==> config.mk <==
export PLATFORM = sky130hd
export DESIGN_NAME = sha256_padder
export DESIGN_NICKNAME = d
export VERILOG_FILES = /design/src/rtl/sha256_padder.sv
export SDC_FILE = /design/constraint.sdc
export NUM_CORES = 1
export LEC_CHECK = 0
export ABC_AREA = 1
export CAP_MARGIN = 40
export CORE_ASPECT_RATIO = 1.4
export CORE_MARGIN = 2
export CORE_UTILIZATION = 49
export DETAILED_ROUTE_END_ITERATION = 10
export DONT_BUFFER_PORTS = 1
export GPL_TIMING_DRIVEN = 0
export PLACE_DENSITY_LB_ADDON = 0.12
export SLEW_MARGIN = 20
export SYNTH_ARGS = -nofsm -noshare
export SYNTH_HDL_FRONTEND = slang
export SYNTH_SLANG_ARGS = --single-unit
==> constraint.sdc <==
create_clock -name clk -period 4.5 [get_ports clk]
set_clock_uncertainty 0.1 [all_clocks]
set_input_delay 0.9 -clock clk [delete_from_list [all_inputs] [get_ports clk]]
set_output_delay 0.9 -clock clk [all_outputs]
set_load 0.03 [all_outputs]
==> src/rtl/sha256_padder.sv <==
// rtl/sha256_padder.sv - SHA-256 message padder feeding 16-word block bursts to the hash core
module sha256_padder #(
  parameter int BUSY_GUARD = 2
) (
  input  logic        clk,
  input  logic        reset,
  input  logic [31:0] in_data,
  input  logic        in_valid,
  input  logic        in_last,
  input  logic [2:0]  in_nbytes,
  output logic        in_ready,
  output logic [31:0] data,
  output logic        write_enable,
  output logic        first_block,
  output logic        last_block,
  input  logic        core_busy
);

  typedef enum logic [2:0] {FILL, PAD, WAIT, EMIT, GUARD} state_t;

  localparam logic [7:0] GUARD_LAST = (BUSY_GUARD > 1) ? 8'(BUSY_GUARD - 1) : 8'd0;

  state_t      state, state_n;
  logic [31:0] blk [16];
  logic [3:0]  widx;
  logic [63:0] nbytes_tot;
  logic [63:0] length;
  logic [7:0]  gcnt;
  logic        marker_pending, marker_placed, len_hi_done, is_final, pad_more, msg_first;
  logic [2:0]  nb;
  logic [31:0] last_word, pad_word, data_n;
  logic        accept, pad_len_lo, guard_done, we_n, fb_n, lb_n;

  assign accept     = in_valid && in_ready && (state == FILL);
  assign nb         = (in_nbytes > 3'd4) ? 3'd4 : in_nbytes;
  assign length     = {nbytes_tot[60:0], 3'b000};
  assign pad_len_lo = !marker_pending && (widx == 4'd15) && len_hi_done;
  assign guard_done = (gcnt >= GUARD_LAST);

  // Final word: keep the valid bytes, drop the rest, and drop the marker in place when it fits.
  always_comb begin
    last_word = in_data;
    case (nb)
      3'd0:    last_word = 32'h8000_0000;
      3'd1:    last_word = (in_data & 32'hFF00_0000) | 32'h0080_0000;
      3'd2:    last_word = (in_data & 32'hFFFF_0000) | 32'h0000_8000;
      3'd3:    last_word = (in_data & 32'hFFFF_FF00) | 32'h0000_0080;
      default: last_word = in_data;
    endcase
  end

  always_comb begin
    pad_word = '0;
    if (marker_pending)                         pad_word = 32'h8000_0000;
    else if (widx == 4'd14 && marker_placed)    pad_word = length[63:32];
    else if (pad_len_lo)                        pad_word = length[31:0];
  end

  always_ff @(posedge clk or posedge reset) begin
    if (reset) state <= FILL;
    else       state <= state_n;
  end

  // widx doubles as the emit index: it is always 0 when a block reaches WAIT.
  always_comb begin
    state_n = state;
    data_n  = '0;
    we_n    = 1'b0;
    fb_n    = 1'b0;
    lb_n    = 1'b0;
    case (state)
      FILL: begin
        if (accept && (in_last || widx == 4'd15))
          state_n = (widx == 4'd15) ? WAIT : PAD;
      end
      PAD: begin
        if (widx == 4'd15) state_n = WAIT;
      end
      WAIT: begin
        if (!core_busy) begin
          state_n = EMIT;
          data_n  = blk[widx];
          we_n    = 1'b1;
          fb_n    = msg_first;
          lb_n    = is_final;
        end
      end
      EMIT: begin
        data_n = blk[widx];
        we_n   = 1'b1;
        if (widx == 4'd15) state_n = GUARD;
      end
      GUARD: begin
        if (guard_done) state_n = pad_more ? PAD : FILL;
      end
      default: state_n = FILL;
    endcase
  end

  always_ff @(posedge clk or posedge reset) begin
    if (reset) begin
      in_ready       <= 1'b0;
      data           <= '0;
      write_enable   <= 1'b0;
      first_block    <= 1'b0;
      last_block     <= 1'b0;
      widx           <= '0;
      nbytes_tot     <= '0;
      gcnt           <= '0;
      marker_pending <= 1'b0;
      marker_placed  <= 1'b0;
      len_hi_done    <= 1'b0;
      is_final       <= 1'b0;
      pad_more       <= 1'b0;
      msg_first      <= 1'b1;
    end else begin
      in_ready     <= (state_n == FILL);
      data         <= data_n;
      write_enable <= we_n;
      first_block  <= fb_n;
      last_block   <= lb_n;
      case (state)
        FILL: begin
          if (accept) begin
            widx       <= widx + 4'd1;
            nbytes_tot <= nbytes_tot + (in_last ? {61'd0, nb} : 64'd4);
            if (in_last) begin
              if (nb == 3'd4) marker_pending <= 1'b1;
              else            marker_placed  <= 1'b1;
              // A final word that fills the block leaves all padding for the next block.
              if (widx == 4'd15) pad_more <= 1'b1;
            end
          end
        end
        PAD: begin
          widx <= widx + 4'd1;
          if (marker_pending) begin
            marker_pending <= 1'b0;
            marker_placed  <= 1'b1;
          end else if (widx == 4'd14 && marker_placed) begin
            len_hi_done <= 1'b1;
          end else if (pad_len_lo) begin
            is_final <= 1'b1;
          end
          if (widx == 4'd15 && !pad_len_lo) pad_more <= 1'b1;
        end
        WAIT: begin
          if (!core_busy) begin
            widx      <= widx + 4'd1;
            msg_first <= 1'b0;
          end
        end
        EMIT: begin
          widx <= widx + 4'd1;
          gcnt <= '0;
        end
        GUARD: begin
          gcnt <= gcnt + 8'd1;
          if (guard_done) begin
            pad_more <= 1'b0;
            if (is_final) begin
              is_final      <= 1'b0;
              msg_first     <= 1'b1;
              nbytes_tot    <= '0;
              marker_placed <= 1'b0;
              len_hi_done   <= 1'b0;
            end
          end
        end
        default: ;
      endcase
    end
  end

  always_ff @(posedge clk) begin
    if (accept)          blk[widx] <= in_last ? last_word : in_data;
    else if (state == PAD) blk[widx] <= pad_word;
  end

endmodule

=== Yosys cells after proc, flatten, opt, wreduce, memory -nomap -nowiden ===
Memory sizes are Yosys's and may differ from the RTL's.
Cells that the tools add are included.

* Logic and storage cells: 140
* Memories kept: 1
* Output and inout port bits: 36
* Input bits: 40
* Register bits: 121
* RAM bits: 512

* Reduce and logical (&&, ||, !) cells: 29
* Equal/unequal tests: 24
* Add/subtract/negate cells: 3
* Order comparisons: 2
* Muxes and demuxes: 65
* Bitwise logic cells: 1

{| class="wikitable"
|+ Memories
! name !! words !! bits a word !! read ports !! clocked after Yosys merged registers in !! wr ports !! RTL line !! text
|-
| blk || 16 || 32 || 1 || 0 || 1 || 24 || <nowiki>logic [31:0] blk [16];</nowiki>
|}

{| class="wikitable"
|+ Operators with widths
! cell !! number
|-
| $mux W32 || 6
|-
| $mux W64 || 3
|-
| $pmux W32 S4 || 1
|-
| $pmux W64 S2 || 1
|-
| $add A64 B3 Y64 || 1
|-
| $pmux W32 S2 || 1
|-
| $mux W1 || 33
|-
| $ne A2 B2 Y1 const B || 12
|-
| $mux W3 || 7
|-
| $pmux W8 S2 || 1
|-
| $pmux W3 S5 || 1
|-
| $eq A3 B2 Y1 const B || 4
|-
| $pmux W4 S3 || 1
|-
| $reduce_and A4 Y1 || 3
|-
| $pmux W1 S2 || 5
|-
| $reduce_and A5 Y1 || 2
|-
| $reduce_bool A2 Y1 || 5
|-
| $logic_not A3 Y1 || 3
|-
| $add A8 B1 Y8 const B || 1
|-
| $eq A4 B4 Y1 const B || 2
|-
| $ge A8 B1 Y1 const B || 1
|-
| $mux W4 || 2
|-
| $logic_and A1 B1 Y1 || 7
|-
| $reduce_and A7 Y1 || 1
|-
| 14 further kinds || 20
|}

=== Depth between registers and ports, before layout ===
* Depth in word-level cells: 7
* Depth in mapped cells: 17
* Depth with buffers taken out: 16

=== Least setup slack after synthesis ===
OpenSTA, ideal clock, no wires.

* Path kind: input port to flip-flop
* Start: input port in_valid
* End: memory blk[11][0] (enable)
* Path buffers: 0
* Data required time: 3.939 ns
* Library setup time: 0.461 ns
* Cell stages on the path: 4
* Slack: 0.526 ns
* Data arrival time: 3.413 ns
* Cell sequence: nand2_1 > nor2_1 > nor2_2 > nor3_1

* Word-level cells in the longest chain between the ends: 5
* Elaborated cells on any way between the ends: 7
* Classes of those cells: mux (4); bitwise (1); reduce/logical (2)

{| class="wikitable"
|+ Ends and longest elaborated chain
! element !! RTL line !! text
|-
| start, declared || 8 || <nowiki>input logic in_valid,</nowiki>
|-
| $logic_and A1 B1 Y1 (*) (2 in series) || 34 || <nowiki>assign accept = in_valid && in_ready && (state == FILL);</nowiki>
|-
| $mux W1 || 176 || <nowiki>if (accept) blk[widx] <= in_last ? last_word : in_data;</nowiki>
|-
| $mux W1 (on tied branches) || 176, 177 ||
|-
| $or A1 B1 Y1 (no line) (*) || n/a ||
|-
| end, declared || 24 ||
|}

Mark *: on every way between the ends. The rest lies on a longest branch, timed or not.

=== Worst setup path after layout ===
* Start: register widx[0]
* End: memory blk[2][0] (data pin)

* Word-level cells in the longest chain between the ends: 5

{| class="wikitable"
|+ Ends and longest elaborated chain
! element !! RTL line !! text
|-
| start, declared || 25 || <nowiki>logic [3:0] widx;</nowiki>
|-
| start signal, assigned || 125 || <nowiki>widx <= widx + 4'd1;</nowiki>
|-
| start signal, assigned || 136 || <nowiki>widx <= widx + 4'd1;</nowiki>
|-
| start signal, assigned || 149 || <nowiki>widx <= widx + 4'd1;</nowiki>
|-
| $eq A4 B4 Y1 || 55 || <nowiki>else if (widx == 4'd14 && marker_placed) pad_word = length[63:32];</nowiki>
|-
| $logic_and A1 B1 Y1 || 55 ||
|-
| $mux W32 || 55 ||
|-
| $mux W32 || 54 || <nowiki>if (marker_pending) pad_word = 32'h8000_0000;</nowiki>
|-
| $mux W32 (no line) || n/a ||
|}

No other way between the ends.

==> reports/qor.txt <==
Initial Utilization: 49.57%
Synthesized cell area: 27460 µm²
Final core area utilization: 56.11%
Post_cts resized: 0
Area occupied by multi-input gates: 8045 µm²
Initial antenna violation count: 0
Clk sink count: 630
Max incr delay on CP: 780 ps
Drt first pass iters: 8
CTS Buf Count: 58
Setup Buffers After CTS: 0
Htree depth: 2
Post-route worst setup slack: 447.2 ps
WL final: 94.27 mm
Worst-path clk slew: 70 ps
RSZ-0062 raised after global routing: false
Number of synthesized flops with an enable pin: 512
Post-synth ARST share: 18.73%
Slew margin rel.: 35.75%
Post-Syn Instances: 2646
Sequential Area: 18330 µm²
Crit path cell chain: inv_2, buf_4, buf_2, buf_2, ha_1, nand3_1, clkinv_1, nand2_1, o21ai_2
Worst setup EP type: flip-flop
Final setup vio count: 0
Via count: 21011
Core area: 55390 µm²
MaxCap Viol Count: 0
CTS root buf: clkbuf_16
WL per Instance: 26.72 µm
DP HPWL: 68.94 mm
Post-CTS Hold Fix Bufs: 0
Wire length of the first global-routing pass: 137.2 mm
Top-area cell type share of the netlist area: 55.99%
CTS tree: done
Most frequent cells after synthesis: edfxtp_1, nand2_1, nor2_1
GRT Residual Overflow: 0
Clock Path Buffers: 3
Buffers & Inverters on Critical Path: 5
Type of origin of the critical path: flip-flop
Antenna-violating nets left: 0
Final min period: 4053 ps
Later-pin clock latency in the skew report: 640 ps
Most frequent cell after synthesis: edfxtp_1
CP dominant cell by count: buf_2
Syn Nets: 2697
Slew at the pin with the worst max-slew slack: 963.7 ps
Fin nets: 2802
Hold Path Class: input pin to asynchronous set/reset pin
Pwr/cell area: 678.7 nW/µm²
Post-placement setup slack: 182.0 ps
Routability congestion estimate: 1.003
Synth cell types: 43
Hold Vio Cnt, Final: 0
Post-route DRC violation count: 0
Die area: 57970 µm²
Mapped Avg Cell Area: 10.38 µm²
Port bufs: 0
Leakage: 11.46 nW
Tcrit/Tclk final: 90.06%
Top Ports: 76
Status: finished clean
Max Freq: 0.2467 GHz
1st-iter DRT viols: 1880
Largest net degree at the start of global routing: 65
Die height: 284.1 µm
Layout cells sized above 1: 8.964%
CP Data Required Time: 4710 ps
Top cells by area, synth: edfxtp_1, dfrtp_1, nand2_1
Area growth, synth to finish: 13.19%
Worst VDD drop: 0.4310 mV
Die width: 204.1 µm
Crit-path max FO: 16
# fillers: 4839
Power, Total: 21.09 mW
Top FF cell, synth: edfxtp_1
Vias per cell: 5.955
Crit path DAT: 4260 ps
Final Max Slew Viols: 0
CP delay by family, top: buffers and inverters
Cell row count: 102
Yosys top cell by area: edfxtp_1
Post-synthesis sequential area ratio: 66.75%
Register bit total from synthesis: 630
ANT cells: 0
CP max stage cell: o21ai_2
Class of the most critical setup path: flip-flop to flip-flop
Yosys warning count: 0
Vias in the first global route: 20944
Total GRT Usage: 32.81%
## registers in the layout, summed over array words and instances, names as in the netlist
register and flops:
data 32, is_final 1, state 3, len_hi_done 1
blk 512, marker_pending 1, last_block 1, write_enable 1
msg_first 1, pad_more 1, widx 4, gcnt 8
nbytes_tot 61, marker_placed 1, first_block 1, in_ready 1
## logic make-up (layout without fill, tap and decap cells)
group | after synthesis | after routing | share of synthesized area (%)
compound gates | 583 | 583 | 11.61
simple gates | 1103 | 1103 | 16.34
buf+inv | 316 | 470 | 4.680
xor+xnor | 3 | 3 | 0.09571
flops | 630 | 630 | 66.75
fa+ha+maj | 11 | 11 | 0.5286
## report_power, final
| part | internal, mW | total [mW] | switching, mW |
|---|---|---|---|
| registers | 7.81 | 8.47 | 0.662 |
| clock network | 2.67 | 4.92 | 2.25 |
| logic | 1.85 | 7.70 | 5.85 |
| total | 12.3 | 21.1 | 8.76 |
## layout make-up
class	count	area share (%)
Buffer	130	1.888
Sequential cell	630	58.97
Clock inverter	23	0.6481
Tap cell	728	2.931
Clock buffer	86	5.427
Multi-Input combinational cell	1700	25.89
Timing Repair Buffer	45	1.977
Inverter	186	2.271
## per-stage QoR
step | TNS [ps] | cell area [µm²] | std cells | hold WS, ps
floorplan | 0 | 27460 | 2646 | 340.2
global placement | -734610 | 28370 | 3374 | 358.4
detailed placement | 0 | 29170 | 3417 | 362.8
CTS | 0 | 31060 | 3526 | 46.77
global route | 0 | 31080 | 3528 | 56.93
finish | 0 | 31080 | 3528 | 35.69
## placed cells by master, fill, tap and decap left out, types with 4 or more instances in the layout
cell type,count
o211ai_1,13
o21bai_1,4
inv_1,172
buf_16,6
clkbuf_1,90
o21ai_1,11
a31oi_1,24
clkinvlp_4,6
edfxtp_1,512
nor2_2,5
buf_4,23
o21ai_0,350
nor2_1,433
buf_12,9
buf_2,42
inv_2,10
buf_6,15
a21oi_1,46
nor3_1,9
ha_1,10
nand2_1,495
o21ai_2,11
nand4_1,69
dfrtp_1,117
clkinv_1,10
nor3_2,4
o22ai_1,111
nor2_4,17
nand2_2,4
clkbuf_8,13
o2bb2ai_2,7
nand3_1,57
clkbuf_16,58
## path summary, 6_finish.rpt
kind / startpoint / to / slack (ps) / cells after the start
hold reg to reg: gcnt[7] / gcnt[7] / 370 / 1
max in group asynchronous: reset / msg_first / 3490 / 2
setup reg to reg: widx[0] / blk[2][0] / 450 / 9
hold / removal: reset / nbytes_tot[53] / 40 / 1
min in group clk: in_nbytes[2] / marker_pending / 310 / 2
setup / recovery: widx[0] / blk[2][0] / 450 / 9
## routing by layer
metal / routed length [µm] / vias up / GRT usage, %
met1: 33780 / 10341 / 38.23
met4: 6241 / 0 / 18.89
met2: 48460 / 987 / 58.38
met3: 5798 / 257 / 3.554
li1: - / 9426 / -
met5: 0 / - / 0
## worst reg2reg max path, stage by stage, from the launching register on
cell	delay [ps]
dfrtp_1	570
inv_2	210
buf_4	250
buf_2	310
buf_2	340
ha_1	270
nand3_1	220
clkinv_1	300
nand2_1	390
o21ai_2	780
Note: power is estimated with default switching activity, not from simulation.
